## config.mk

```make
export PLATFORM = sky130hd
export DESIGN_NAME = fetch_queue_flat
export DESIGN_NICKNAME = d
export VERILOG_FILES = /design/src/rtl/core_pkg.sv /design/src/rtl/fetch_queue_if.sv /design/src/rtl/fq_storage.sv /design/src/rtl/fetch_queue.sv /design/src/flat_wrapper.sv
export SDC_FILE = /design/constraint.sdc
export NUM_CORES = 1
export LEC_CHECK = 0
export ABC_CLOCK_PERIOD_IN_PS = 10000
export BUFFER_PORTS_ARGS = -buffer_cell sky130_fd_sc_hd__buf_4
export CAP_MARGIN = 20
export CORE_ASPECT_RATIO = 1.5
export CORE_MARGIN = 3
export CORE_UTILIZATION = 62
export CTS_BUF_LIST = sky130_fd_sc_hd__clkbuf_16
export DETAILED_ROUTE_END_ITERATION = 16
export PLACE_DENSITY = 0.83
export SYNTH_ARGS = -nofsm -noshare
export SYNTH_HDL_FRONTEND = slang
export SYNTH_SLANG_ARGS = --single-unit
```

## constraint.sdc

```tcl
create_clock -name clk -period 10 [get_ports clk]
set_input_delay 1 -clock clk [delete_from_list [all_inputs] [get_ports clk]]
set_output_delay 1 -clock clk [all_outputs]
set_load 0.02 [all_outputs]
```

## src/rtl/core_pkg.sv

```systemverilog
// Shared core definitions: data widths, the canonical NOP, and the
// {PC, instruction} fetch entry used by the fetch queue and decode.
package core_pkg;

   localparam int unsigned XLEN = 64;
   localparam int unsigned ILEN = 32;

   // addi x0, x0, 0
   localparam logic [ILEN-1:0] NOP_INSTR = 32'h00000013;

   typedef struct packed {
      logic [XLEN-1:0] pc;
      logic [ILEN-1:0] instr;
   } fetch_entry_t;

   localparam int unsigned FETCH_ENTRY_W = XLEN + ILEN;

endpackage

```

## src/rtl/fetch_queue_if.sv

```systemverilog
// Fetch-to-decode handshake bundle. The master side is the fetch unit
// (push side, flush, decode's ready); the slave side is the fetch queue.
interface fetch_queue_if;
   import core_pkg::*;

   logic            push_valid;
   logic [XLEN-1:0] push_pc;
   logic [ILEN-1:0] push_instr;
   logic            push_ready;
   logic            flush;
   logic            pop_valid;
   logic [XLEN-1:0] pop_pc;
   logic [ILEN-1:0] pop_instr;
   logic            pop_illegal;
   logic            pop_ready;

   modport master (
      output push_valid, push_pc, push_instr, flush, pop_ready,
      input  push_ready, pop_valid, pop_pc, pop_instr, pop_illegal
   );

   modport slave (
      input  push_valid, push_pc, push_instr, flush, pop_ready,
      output push_ready, pop_valid, pop_pc, pop_instr, pop_illegal
   );

endinterface

```

## src/rtl/fq_storage.sv

```systemverilog
// DEPTH x {PC, instruction} register array for the fetch queue.
// One synchronous write port, one asynchronous read port, no reset.
module fq_storage
   import core_pkg::*;
#(
   parameter int unsigned DEPTH = 4,
   parameter int unsigned AW    = $clog2(DEPTH)
) (
   input  logic          clk,
   input  logic          wr_en,
   input  logic [AW-1:0] wr_addr,
   input  fetch_entry_t  wr_data,
   input  logic [AW-1:0] rd_addr,
   output fetch_entry_t  rd_data
);

   logic [FETCH_ENTRY_W-1:0] mem_q [DEPTH];

   // Write the pushed entry at the write pointer.
   always_ff @(posedge clk) begin
      if (wr_en) begin
         mem_q[wr_addr] <= wr_data;
      end
   end

   assign rd_data = mem_q[rd_addr];

endmodule

```

## src/rtl/fetch_queue.sv

```systemverilog
// Fetch queue: decouples instruction fetch from decode with an in-order
// {PC, instruction} FIFO, a valid/ready handshake on both sides, and a
// flush that discards all entries.
// Optional macro FETCH_QUEUE_BYPASS_EN: when the queue is empty, an incoming
// entry is presented to decode combinationally and consumed without being
// stored if decode is ready.
module fetch_queue
   import core_pkg::*;
#(
   parameter int unsigned     DEPTH = 4,
   parameter logic [ILEN-1:0] NOP   = NOP_INSTR
) (
   input  logic         clk,
   input  logic         rst,
   fetch_queue_if.slave bus
);

   localparam int unsigned AW         = $clog2(DEPTH);
   localparam logic [AW:0] FULL_COUNT = (AW + 1)'(DEPTH);

   logic [AW-1:0]   wr_ptr_q, wr_ptr_d;
   logic [AW-1:0]   rd_ptr_q, rd_ptr_d;
   logic [AW:0]     count_q, count_d;
   logic            empty, full, bypass, wr_en, rd_en;
   fetch_entry_t    wr_entry, head;
   logic [ILEN-1:0] out_instr;

   assign empty = (count_q == '0);
   assign full  = (count_q == FULL_COUNT);

`ifdef FETCH_QUEUE_BYPASS_EN
   assign bypass = empty && bus.push_valid && !bus.flush;
`else
   assign bypass = 1'b0;
`endif

   // A bypassed entry taken by decode in the same cycle is never stored.
   assign wr_en = bus.push_valid && !full && !bus.flush && !(bypass && bus.pop_ready);
   assign rd_en = !empty && bus.pop_ready && !bus.flush;

   assign wr_entry = '{pc: bus.push_pc, instr: bus.push_instr};

   fq_storage #(
      .DEPTH (DEPTH),
      .AW    (AW)
   ) u_storage (
      .clk     (clk),
      .wr_en   (wr_en),
      .wr_addr (wr_ptr_q),
      .wr_data (wr_entry),
      .rd_addr (rd_ptr_q),
      .rd_data (head)
   );

   // Handshake and head outputs; the empty queue shows PC 0 and a NOP.
   always_comb begin
      bus.push_ready = !full;
      bus.pop_valid  = !empty || bypass;
      bus.pop_pc     = '0;
      out_instr      = NOP;
      if (!empty) begin
         bus.pop_pc = head.pc;
         out_instr  = head.instr;
      end else if (bypass) begin
         bus.pop_pc = bus.push_pc;
         out_instr  = bus.push_instr;
      end
      bus.pop_instr   = out_instr;
      bus.pop_illegal = bus.pop_valid && (out_instr[1:0] != 2'b11);
   end

   // Pointer and count next state; flush overrides any push or pop.
   always_comb begin
      wr_ptr_d = wr_ptr_q;
      rd_ptr_d = rd_ptr_q;
      count_d  = count_q;
      if (bus.flush) begin
         wr_ptr_d = '0;
         rd_ptr_d = '0;
         count_d  = '0;
      end else begin
         if (wr_en) wr_ptr_d = wr_ptr_q + AW'(1);
         if (rd_en) rd_ptr_d = rd_ptr_q + AW'(1);
         if (wr_en && !rd_en) begin
            count_d = count_q + (AW + 1)'(1);
         end else if (!wr_en && rd_en) begin
            count_d = count_q - (AW + 1)'(1);
         end
      end
   end

   // Pointer and count registers.
   always_ff @(posedge clk or posedge rst) begin
      if (rst) begin
         wr_ptr_q <= '0;
         rd_ptr_q <= '0;
         count_q  <= '0;
      end else begin
         wr_ptr_q <= wr_ptr_d;
         rd_ptr_q <= rd_ptr_d;
         count_q  <= count_d;
      end
   end

endmodule

```

## src/flat_wrapper.sv

```systemverilog
// flat-port wrapper written by rule: the top's interface ports become plain ports
module fetch_queue_flat import core_pkg::*;
#(
   parameter int unsigned     DEPTH = 4,
   parameter logic [ILEN-1:0] NOP   = NOP_INSTR
)
  (clk, rst, bus_push_valid, bus_push_pc, bus_push_instr, bus_flush, bus_pop_ready, bus_push_ready, bus_pop_valid, bus_pop_pc, bus_pop_instr, bus_pop_illegal);
  fetch_queue_if bus_i ();
  input  logic clk;
  input  logic rst;
  input wire logic [$bits(bus_i.push_valid)-1:0] bus_push_valid;
  input wire logic [$bits(bus_i.push_pc)-1:0] bus_push_pc;
  input wire logic [$bits(bus_i.push_instr)-1:0] bus_push_instr;
  input wire logic [$bits(bus_i.flush)-1:0] bus_flush;
  input wire logic [$bits(bus_i.pop_ready)-1:0] bus_pop_ready;
  output wire logic [$bits(bus_i.push_ready)-1:0] bus_push_ready;
  output wire logic [$bits(bus_i.pop_valid)-1:0] bus_pop_valid;
  output wire logic [$bits(bus_i.pop_pc)-1:0] bus_pop_pc;
  output wire logic [$bits(bus_i.pop_instr)-1:0] bus_pop_instr;
  output wire logic [$bits(bus_i.pop_illegal)-1:0] bus_pop_illegal;
  assign bus_i.push_valid = bus_push_valid;
  assign bus_i.push_pc = bus_push_pc;
  assign bus_i.push_instr = bus_push_instr;
  assign bus_i.flush = bus_flush;
  assign bus_i.pop_ready = bus_pop_ready;
  assign bus_push_ready = bus_i.push_ready;
  assign bus_pop_valid = bus_i.pop_valid;
  assign bus_pop_pc = bus_i.pop_pc;
  assign bus_pop_instr = bus_i.pop_instr;
  assign bus_pop_illegal = bus_i.pop_illegal;
  fetch_queue #(.DEPTH(DEPTH), .NOP(NOP)) u_core (.clk(clk), .rst(rst), .bus(bus_i));
endmodule
```

==> metrics.md, run 1 <==
| Metric | Value |
|---|---|
| Syn_nets | `776` |
| Num ports | `200` |
| Max-cap check violation count | `0` |
| Wire length on met1 | `10.58 mm` |
| Drc violations | `0` |
| # clock sinks | `391` |
| Worst Path Required | `~9000 ps` |
| Num CTS Buffers | `35` |
| Met3 WL post-DR | `1.860 mm` |
| Clk buf depth | `3` |
| Worst-Margin Slew | `1087 ps` |
| Fin crit period | `3941 ps` |
| Power density over the cells | `between 200 and 300 nW/um^2` |
| Relative slew slack | `0.2750` |
| Yosys warns | `0` |
| Core area | `23,740 sq um` |
| H-tree depth | `2` |
| Met2 WL | `16.59 mm` |
| Startpoint types | `flip-flop` |
| Crit path arrival time | `2940 ps` |
| Cell taking the most area after synthesis | `edfxtp_1` |
| RSZ-0062 raised after global routing | `false` |
| Chip Height | `196.5 microns` |
| Insertion delay to the later sink of the worst-skew pair | `520 ps` |
| P_leak | `0.006102 uW` |
| Initial DRT Pass Iterations | `5` |
| Pins Over Slew Limit | `0` |
| GP Congestion | `0.7250` |
| Gate count of the mapped netlist | `670` |
| Top cell type's share of synthesized area | `0.7686` |
| Post-synth top flop | `edfxtp_1` |
| Hold Crit Class | `input port to asynchronous set/reset pin` |
| Share of layout cells above drive strength 1 | `0.3984` |
| Register area | `between 10,000 and 15,000 sq um` |
| Die area | `~26,000 sq um` |
| CTS tree | `yes` |
| Post-layout net count | `984` |
| Worst path cell trace | `buf_4, mux4_2, or2_1, buf_4` |
| First-pass GRT wire length | `46.53 mm` |
| FILL cells | `1,251` |
| Top Layer Used | `met4` |
| CP Class | `flip-flop to primary output` |
| Total global-route track usage | `0.2349` |
| Total negative slack | `0 ps` |
| Postcts setup bufs | `0` |
| CTS resizes | `0` |
| Worst hold slack | `450.1 ps` |
| Placed cell areas | `16,780 sq um` |
| Sequential share of the synthesized area | `0.7803` |
| EDFF count, synth | `384` |
| Max FO, Critical Path | `40` |
| Via count | `roughly 7,200` |
| Status | `complete, no violations` |
| Initial antenna violation count | `3` |
| Cts hold-fix bufs | `0` |
| Worst Skew | `14.78 ps` |
| Area contributors post-synth | `edfxtp_1 (77%), mux4_2 (14%), and2_1 (4.1%), dfrtp_1 (1.2%), buf_2 (0.47%)` |
| Critical Path Slowest Stage Cell | `dfrtp_4` |
| CTS clk-pin slew, worst paths | `70 ps` |
| Root buffer cell | `clkbuf_16` |
| Final Hold Violating Endpoints | `0` |
| GRT overflow | `0` |
| #FFs+latches synth | `391` |
| P&R area growth vs syn | `19.41%` |
| Vias per std cell | `5.906` |
| Multi-input logic area | `~3100 sq um` |
| Tcrit/Tclk final | `0.3941` |
| Post-synth ARST share | `0.01790` |
| Max Clk Rate | `253.8 MHz` |
| Port Buffers | `199` |
| DR WL/cell | `24.59 microns` |
| Post-Syn Area | `15,000 sq um` |
| Final setup violation count | `0` |
| Initial DRC count | `562` |
| CP max stage delay | `690 ps` |
| Starting Density | `0.6319` |
| DP HPWL | `17.60 mm` |
| Post-layout util | `0.7546` |
| VDD IR max | `0.2010 mV` |
| Vias in the first global route | `8,040` |
| Largest net degree at the start of global routing | `98` |
| Fin area | `17,920 sq um` |
| Die W | `133.0 microns` |
| WL final | `30.07 mm` |
| Unique masters post-synth | `30` |
| Std cell rows | `69` |
| Mean post-synth cell area | `22.39 sq um` |
| Antenna Violating Nets Remaining | `0` |
| Crit path top cell by count | `buf_4` |
| CP Capture Type | `primary output` |
## critical path, delay by kind of cell (launching register included)
| kind | cells | cell delay [ps] |
|---|---|---|
| DFF | 1 | 690 |
| and+or+nand+nor | 1 | 220 |
| buffers and inverters | 2 | 840 |
| muxes | 1 | 610 |
## power breakdown
part           internal, uW  leakage, uW  switching [uW]
Combinational           745      0.00195             886
Clock                   771     0.000578             554
Sequential             1910      0.00357            70.0
Total                  3430      0.00610            1510
## synthesized netlist by cell type (all sizes together), types with 2 or more instances
| master | number |
|---|---|
| or2 | 3 |
| a21oi | 2 |
| mux4 | 96 |
| inv | 6 |
| o21ai | 3 |
| xor2 | 4 |
| and2 | 98 |
| nor3 | 2 |
| nand3 | 2 |
| ha | 4 |
| edfxtp | 384 |
| clkbuf | 17 |
| nor2 | 7 |
| dfrtp | 7 |
| buf | 19 |
| xnor2 | 2 |
| nand2 | 5 |
## flip-flops by register name, summed over array words and instances, names as in the netlist
name	cells
u_core.u_storage.mem_q	384
u_core.wr_ptr_q	2
u_core.count_q	3
u_core.rd_ptr_q	2
## final timing paths
path / from / endpoint / slack, ps / cells past startpoint
min: rst / u_core.count_q[0] / 450 / 2
min in group clk: u_core.wr_ptr_q[1] / u_core.wr_ptr_q[1] / 600 / 2
max: u_core.rd_ptr_q[0] / bus_pop_instr[0] / 6060 / 4
max in group asynchronous: rst / u_core.rd_ptr_q[1] / 9270 / 2
min reg2reg: u_core.wr_ptr_q[1] / u_core.wr_ptr_q[1] / 600 / 2
max reg2reg: u_core.count_q[0] / u_core.count_q[1] / 6920 / 9
## final cells by class
type | count | area share
inverter | 6 | 0.001257
multi-input combinational | 237 | 0.1724
timing repair buffer | 207 | 0.08674
antenna | 3 | 0.0004190
sequential | 391 | 0.6538
clock inverter | 23 | 0.01138
tap | 319 | 0.02228
clock buffer | 37 | 0.05168
## layout by cell type, fill, tap and decap left out, types with 4 or more instances in the layout
cell type    n
nand2_1      5
buf_4      207
clkbuf_16   37
ha_1         4
nor2_1       7
clkinv_1     7
edfxtp_1   384
and2_4       4
clkinv_2     6
bufinv_16    4
mux4_2      96
inv_1       10
and2_1      94
dfrtp_1      5
xor2_1       4
## cell families (layout without fill, tap and decap cells)
kind of cell,Yosys count,in the layout,synth area share
DFF,391,391,0.7803
and+or+nand+nor,120,120,0.04854
muxes,96,96,0.1441
buffers and inverters,42,273,0.01451
AOI/OAI and AO/OA,10,10,0.004420
xor gates and xnor gates,6,6,0.003503
adders and majority gates,5,5,0.004670
other,0,3,0
## per-stage QoR
stage / setup slack [ps] / total power, uW / cells
4_1_cts: 5948 / 4995 / 1220
6_report: 6059 / 4939 / 1223
3_3_place_gp: 6522 / 3624 / 1160
2_1_floorplan: 5694 / 3041 / 670
3_5_place_dp: 6513 / 3661 / 1160
5_1_grt: 5819 / 5145 / 1223
## layer usage
metal,vias to the layer above,track usage
met5,-,0
met4,0,0.09861
met3,63,0.04954
met2,284,0.4141
met1,3749,0.2839
li1,3127,-
(Power assumes the default switching activity.)
==> run 2, diff against run 1 <==
--- a/config.mk
+++ b/config.mk
@@ -5,15 +5,15 @@
 export SDC_FILE = /design/constraint.sdc
 export NUM_CORES = 1
 export LEC_CHECK = 0
-export ABC_CLOCK_PERIOD_IN_PS = 10000
+export ABC_CLOCK_PERIOD_IN_PS = 3700
 export BUFFER_PORTS_ARGS = -buffer_cell sky130_fd_sc_hd__buf_4
 export CAP_MARGIN = 20
 export CORE_ASPECT_RATIO = 1.5
 export CORE_MARGIN = 3
-export CORE_UTILIZATION = 62
+export CORE_UTILIZATION = 57
 export CTS_BUF_LIST = sky130_fd_sc_hd__clkbuf_16
 export DETAILED_ROUTE_END_ITERATION = 16
-export PLACE_DENSITY = 0.83
+export PLACE_DENSITY = 0.77
 export SYNTH_ARGS = -nofsm -noshare
 export SYNTH_HDL_FRONTEND = slang
 export SYNTH_SLANG_ARGS = --single-unit
==> constraint.sdc (replaced) <==
create_clock -name clk -period 3.7 [get_ports clk]
set_input_delay 0.37 -clock clk [delete_from_list [all_inputs] [get_ports clk]]
set_output_delay 0.37 -clock clk [all_outputs]
set_load 0.02 [all_outputs]
==> metrics.md, run 2 (synthesis results as in run 1) <==
| Metric | Value |
|---|---|
| Hold Path Sink | `u_core.u_storage.mem_q[2][21]` |
| Vias in the first global route | `7,756` |
| Relative slew slack | `0.3743` |
| Tcrit/Tclk final | `0.8028` |
| Num CTS Buffers | `35` |
| CP max stage delay | `810 ps` |
| Status | `complete, no violations` |
| Placed cell areas | `16,910 sq um` |
| Reg-to-reg slack, setup | `about 930 ps` |
| RSZ-0062 raised after global routing | `false` |
| Core area | `25,850 sq um` |
| Worst Path Buf+Inv | `2` |
| Pwr Total | `13,270 uW` |
| Root buffer cell | `clkbuf_16` |
| # placed instances | `1,179` |
| Max-cap check violation count | `0` |
| Share of layout cells above drive strength 1 | `0.4022` |
| Crit path arrival time | `roughly 2600 ps` |
| Port Buffers | `between 150 and 200` |
| Worst Path Required | `roughly 3300 ps` |
| # clock sinks | `391` |
| P_leak | `between 0.006 and 0.007 uW` |
| Worst Skew | `15.83 ps` |
| Std cell rows | `between 70 and 80` |
| H-tree depth | `2` |
| Insertion delay to the later sink of the worst-skew pair | `510 ps` |
| VDD IR max | `0.6221 mV` |
| Total global-route track usage | `0.2075` |
| Num ports | `200` |
| Hold path startpoint | `bus_push_instr[21]` |
| Worst Hold Path Cells | `1` |
| Biggest regs | `u_core.u_storage.mem_q (384), u_core.count_q (3)` |
| CP Class | `flip-flop to primary output` |
| Max Clk Rate | `336.6 MHz` |
| CTS clk-pin slew, worst paths | `70 ps` |
| Commonest non-fill, non-tap cell in the layout | `edfxtp_1` |
| Finished Layout Cells | `around 1,200` |
| Final Hold Violating Endpoints | `0` |
| Startpoint types | `flip-flop` |
| Largest net degree at the start of global routing | `97` |
| Via count | `7,232` |
| Top delay family on crit path | `flip-flops` |
| Crit path top cell by count | `buf_4` |
| Final setup violation count | `0` |
| Vias per std cell | `just under 6` |
| Power density over the cells | `736.0 nW/um^2` |
| WL final | `28.79 mm` |
| Multi-input logic area | `3089 sq um` |
| Pins Over Slew Limit | `0` |
| First-pass GRT wire length | `44.88 mm` |
| Max FO, Critical Path | `38` |
| Starting Density | `0.5803` |
| Chip Height | `just over 200 microns` |
| DP HPWL | `17.51 mm` |
| Total negative slack | `0 ps` |
| Die area | `28,340 sq um` |
| Fin area | `18,020 sq um` |
| Antenna Violating Nets Remaining | `0` |
| CP Capture Type | `primary output` |
| DR WL/cell | `~23 microns` |
| Initial DRC count | `434` |
| GRT overflow | `0` |
| CP Depth | `4` |
| Max FFs per register | `384` |
| Worst path cell trace | `buf_4, mux4_2, and2_1, buf_4` |
| Die W | `between 100 and 150 microns` |
| Register area | `11,710 sq um` |
| Largest Register | `u_core.u_storage.mem_q` |
| Critical R2R Capture | `u_core.count_q[1]` |
| Clk buf depth | `3` |
| Fin crit period | `~3000 ps` |
| P&R area growth vs syn | `20.12%` |
| Hold Crit Class | `input port to flip-flop` |
| Reg-to-Reg Start | `u_core.count_q[0]` |
| Leading cell types in the layout, fill and taps excluded | `edfxtp_1 (384), buf_4 (206), mux4_2 (96)` |
| Drc violations | `0` |
| Post-layout net count | `990` |
| Worst r2r path cells | `8` |
| Initial DRT Pass Iterations | `5` |
| FILL cells | `1,580` |
| GP Congestion | `0.7410` |
| Post-layout util | `0.6971` |
| Critical Path Slowest Stage Cell | `dfrtp_4` |
| Worst-Margin Slew | `938.5 ps` |
| Initial antenna violation count | `1` |
| CTS tree | `yes` |
## run 2: cell type report
cell class | count | area share
Antenna cell | 1 | 0.0001389
Clock buffer | 37 | 0.05137
Clock inverter | 26 | 0.009720
Inverter | 6 | 0.001250
Multi-Input combinational cell | 237 | 0.1714
Sequential cell | 391 | 0.6500
Tap cell | 333 | 0.02312
Timing Repair Buffer | 213 | 0.09303
## run 2: worst max-delay path by stage
| stage | start | slack (ps) | to |
|---|---|---|---|
| floorplan | u_core.count_q[0] | 970 | u_core.u_storage.mem_q[0][0] |
| global placement | u_core.count_q[0] | 1130 | u_core.count_q[1] |
| detailed placement | u_core.count_q[0] | 1020 | u_core.count_q[1] |
| CTS | u_core.rd_ptr_q[1] | 690 | bus_pop_pc[26] |
| global route | u_core.rd_ptr_q[0] | 600 | bus_pop_instr[1] |
| finish | u_core.rd_ptr_q[1] | 730 | bus_pop_pc[24] |
## run 2: what timing repair did
| item | in CTS | in global routing |
|---|---|---|
| buffers inserted | 0 | 0 |
| gates resized for setup | 0 | 0 |
| endpoints found under the setup margin | 0 | 0 |
| hold buffers | 1 | 0 |
| endpoints found under the hold margin | 7 | 0 |
## run 2: per-layer routing
layer  share of wire  routed length (microns)  global-route usage  vias to the layer above
met4           0.032                      911             0.07309                        0
li1                -                        -                   -                     3139
met2            0.53                    15240              0.3558                      264
met3           0.064                     1847             0.04320                       53
met1            0.37                    10790              0.2678                     3776
met5               0                        0                   0                        -
## run 2: metrics by stage
step,hold slack [ps],setup slack [ps]
floorplan,173.4,973.5
global placement,325.6,1125
detailed placement,348.0,1024
CTS,24.70,688.3
global route,28.42,602.1
finish,47.94,729.6
## run 2: report_power, final
part | switching [uW] | internal (uW)
Sequential | 168 | 5170
Clock | 1500 | 1950
Combinational | 2420 | 2060
==> run 3, diff against run 2 <==
--- a/config.mk
+++ b/config.mk
@@ -5,15 +5,15 @@
 export SDC_FILE = /design/constraint.sdc
 export NUM_CORES = 1
 export LEC_CHECK = 0
-export ABC_CLOCK_PERIOD_IN_PS = 3700
+export ABC_CLOCK_PERIOD_IN_PS = 2490
 export BUFFER_PORTS_ARGS = -buffer_cell sky130_fd_sc_hd__buf_4
 export CAP_MARGIN = 20
 export CORE_ASPECT_RATIO = 1.5
 export CORE_MARGIN = 3
-export CORE_UTILIZATION = 57
+export CORE_UTILIZATION = 52
 export CTS_BUF_LIST = sky130_fd_sc_hd__clkbuf_16
 export DETAILED_ROUTE_END_ITERATION = 16
-export PLACE_DENSITY = 0.77
+export PLACE_DENSITY = 0.74
 export SYNTH_ARGS = -nofsm -noshare
 export SYNTH_HDL_FRONTEND = slang
 export SYNTH_SLANG_ARGS = --single-unit
==> constraint.sdc (replaced) <==
create_clock -name clk -period 2.49 [get_ports clk]
set_input_delay 0.249 -clock clk [delete_from_list [all_inputs] [get_ports clk]]
set_output_delay 0.249 -clock clk [all_outputs]
set_load 0.02 [all_outputs]
==> metrics.md, run 3 (synthesis results as in run 1) <==
| Metric | Value |
|---|---|
| Status | `complete, no violations` |
| CP Class | `flip-flop to primary output` |
| Initial antenna violation count | `1` |
| Initial DRC count | `409` |
| Largest net degree at the start of global routing | `97` |
| Drc violations | `0` |
| Num CTS Buffers | `36` |
| DP HPWL | `17.45 mm` |
| Power density over the cells | `about 1000 nW/um^2` |
| Starting Density | `0.5312` |
| GRT overflow | `0` |
| P_leak | `0.006729 uW` |
| Final setup violation count | `0` |
| Core area | `between 20,000 and 30,000 sq um` |
| Critical Path Slowest Stage Cell | `mux4_2` |
| CTS tree | `yes` |
| Post-layout net count | `1,107` |
| RSZ-0062 raised after global routing | `true` |
| Critical R2R Capture | `u_core.count_q[1]` |
| CTS clk-pin slew, worst paths | `60 ps` |
| DR WL/cell | `21.22 microns` |
| Worst Hold Path Cells | `3` |
| Largest Register | `u_core.u_storage.mem_q` |
| Pwr Total | `around 20,000 uW` |
| Max-cap check violation count | `0` |
| Via count | `roughly 7,500` |
| Crit path arrival time | `2210 ps` |
| Max Clk Rate | `407.3 MHz` |
| Setup slack at placement | `119.3 ps` |
| Hold Crit Class | `input port to flip-flop` |
| Worst Path Buf+Inv | `3` |
| Clk buf depth | `3` |
| CP max stage delay | `~560 ps` |
| Max FO, Critical Path | `8` |
| Die area | `30,970 sq um` |
| Antenna Violating Nets Remaining | `0` |
| Fin crit period | `between 2000 and 2500 ps` |
| P&R area growth vs syn | `29.43%` |
| Pins Over Slew Limit | `0` |
| # placed instances | `around 1,200` |
| Die W | `144.7 microns` |
| Worst-Margin Slew | `395.7 ps` |
| First-pass GRT wire length | `46.00 mm` |
| Worst Skew | `about 25 ps` |
| Hold path startpoint | `bus_push_valid` |
| Crit path top cell by count | `buf_4` |
| Worst r2r path cells | `8` |
| Worst Path Required | `2240 ps` |
| FILL cells | `1,749` |
| Reg-to-Reg Start | `u_core.count_q[1]` |
| # clock sinks | `391` |
| Commonest non-fill, non-tap cell in the layout | `edfxtp_1` |
| Root buffer cell | `clkbuf_16` |
| VDD IR max | `0.8136 mV` |
| Finished Layout Cells | `1,412` |
| Std cell rows | `75` |
| Vias per std cell | `between 5 and 6` |
| Relative slew slack | `0.7362` |
| WL final | `29.96 mm` |
| Insertion delay to the later sink of the worst-skew pair | `520 ps` |
| Max FFs per register | `384` |
| Biggest regs | `u_core.u_storage.mem_q (384), u_core.count_q (3)` |
| Port Buffers | `between 150 and 200` |
| Initial DRT Pass Iterations | `5` |
| Worst path cell trace | `buf_4, buf_16, mux4_2, and2_1, buf_4` |
| Share of layout cells above drive strength 1 | `0.3743` |
| Hold Path Sink | `u_core.wr_ptr_q[1]` |
| Vias in the first global route | `8,182` |
| Setup slack after layout | `about 35 ps` |
| Leading cell types in the layout, fill and taps excluded | `edfxtp_1 (384), buf_4 (213), dlygate4sd3_1 (98)` |
| Total global-route track usage | `0.1951` |
| Chip Height | `214.0 microns` |
| Tcrit/Tclk final | `0.9859` |
| Final Hold Violating Endpoints | `0` |
| Reg-to-reg slack, setup | `roughly 60 ps` |
| Startpoint types | `flip-flop` |
| GP Congestion | `0.7294` |
| H-tree depth | `2` |
| Top delay family on crit path | `multiplexers` |
| Num ports | `200` |
| CP Capture Type | `primary output` |
-- run 3: worst register-to-register path, cell delays in order, from the launching register on --
cell      delay (ps)
dfrtp_1          440
or3b_4           430
nand2_1           90
nor2_1            60
and2_1           170
fa_1             460
a311oi_1         260
o21ai_0          120
a221oi_1         300
-- run 3: area by class of cell --
class,instances,area (sq um),share of cell area
flip-flops and latches,391,11710,0.6032
clock inverters,26,215.2,0.01108
well taps,385,481.7,0.02481
multi-input cells,237,3092,0.1592
repair buffers,329,2965,0.1527
inverters,6,22.52,0.001160
clock buffers,37,925.9,0.04768
diodes,1,2.502,0.0001289
-- run 3: repair_timing --
item,CTS,global route
setup buffers,0,4
hold endpoints to repair,397,0
cloned,0,3
hold buffers,98,0
gates resized for setup,1,3
endpoints found under the setup margin,20,25
-- run 3: layer usage --
layer	track usage	wire length [microns]
met5	0	0
met4	0.05849	714
met3	0.03257	1166
met2	0.3443	16420
met1	0.2473	11660
-- run 3: metrics by stage --
stage               hold slack [ps]  instance area, sq um    util  TNS, ps
floorplan                     52.40                 15010       -   -66110
global placement              215.4                 17170  0.6078        0
detailed placement            215.3                 17170  0.6078        0
CTS                           28.32                 19290  0.6830   -18.21
global route                  82.48                 19420  0.6875   -170.1
finish                        58.95                 19420  0.6875        0
-- run 3: power by group --
group | leakage (uW) | switching, uW | internal, uW
registers | 0.00357 | 133 | 7680
logic | 0.00256 | 3750 | 3460
clock network | 0.000597 | 2240 | 3100
-- run 3: worst max-delay path by stage --
stage                            start                           end  slack [ps]  cells past startpoint
CTS                 u_core.rd_ptr_q[0]                 bus_pop_pc[9]         -10                      4
global route        u_core.rd_ptr_q[0]              bus_pop_instr[4]         -50                      5
detailed placement   u_core.count_q[1]             u_core.count_q[1]         120                      8
finish              u_core.rd_ptr_q[0]                 bus_pop_pc[9]          40                      5
global placement     u_core.count_q[1]             u_core.count_q[1]         180                      8
floorplan            u_core.count_q[2]  u_core.u_storage.mem_q[0][0]        -170                      4
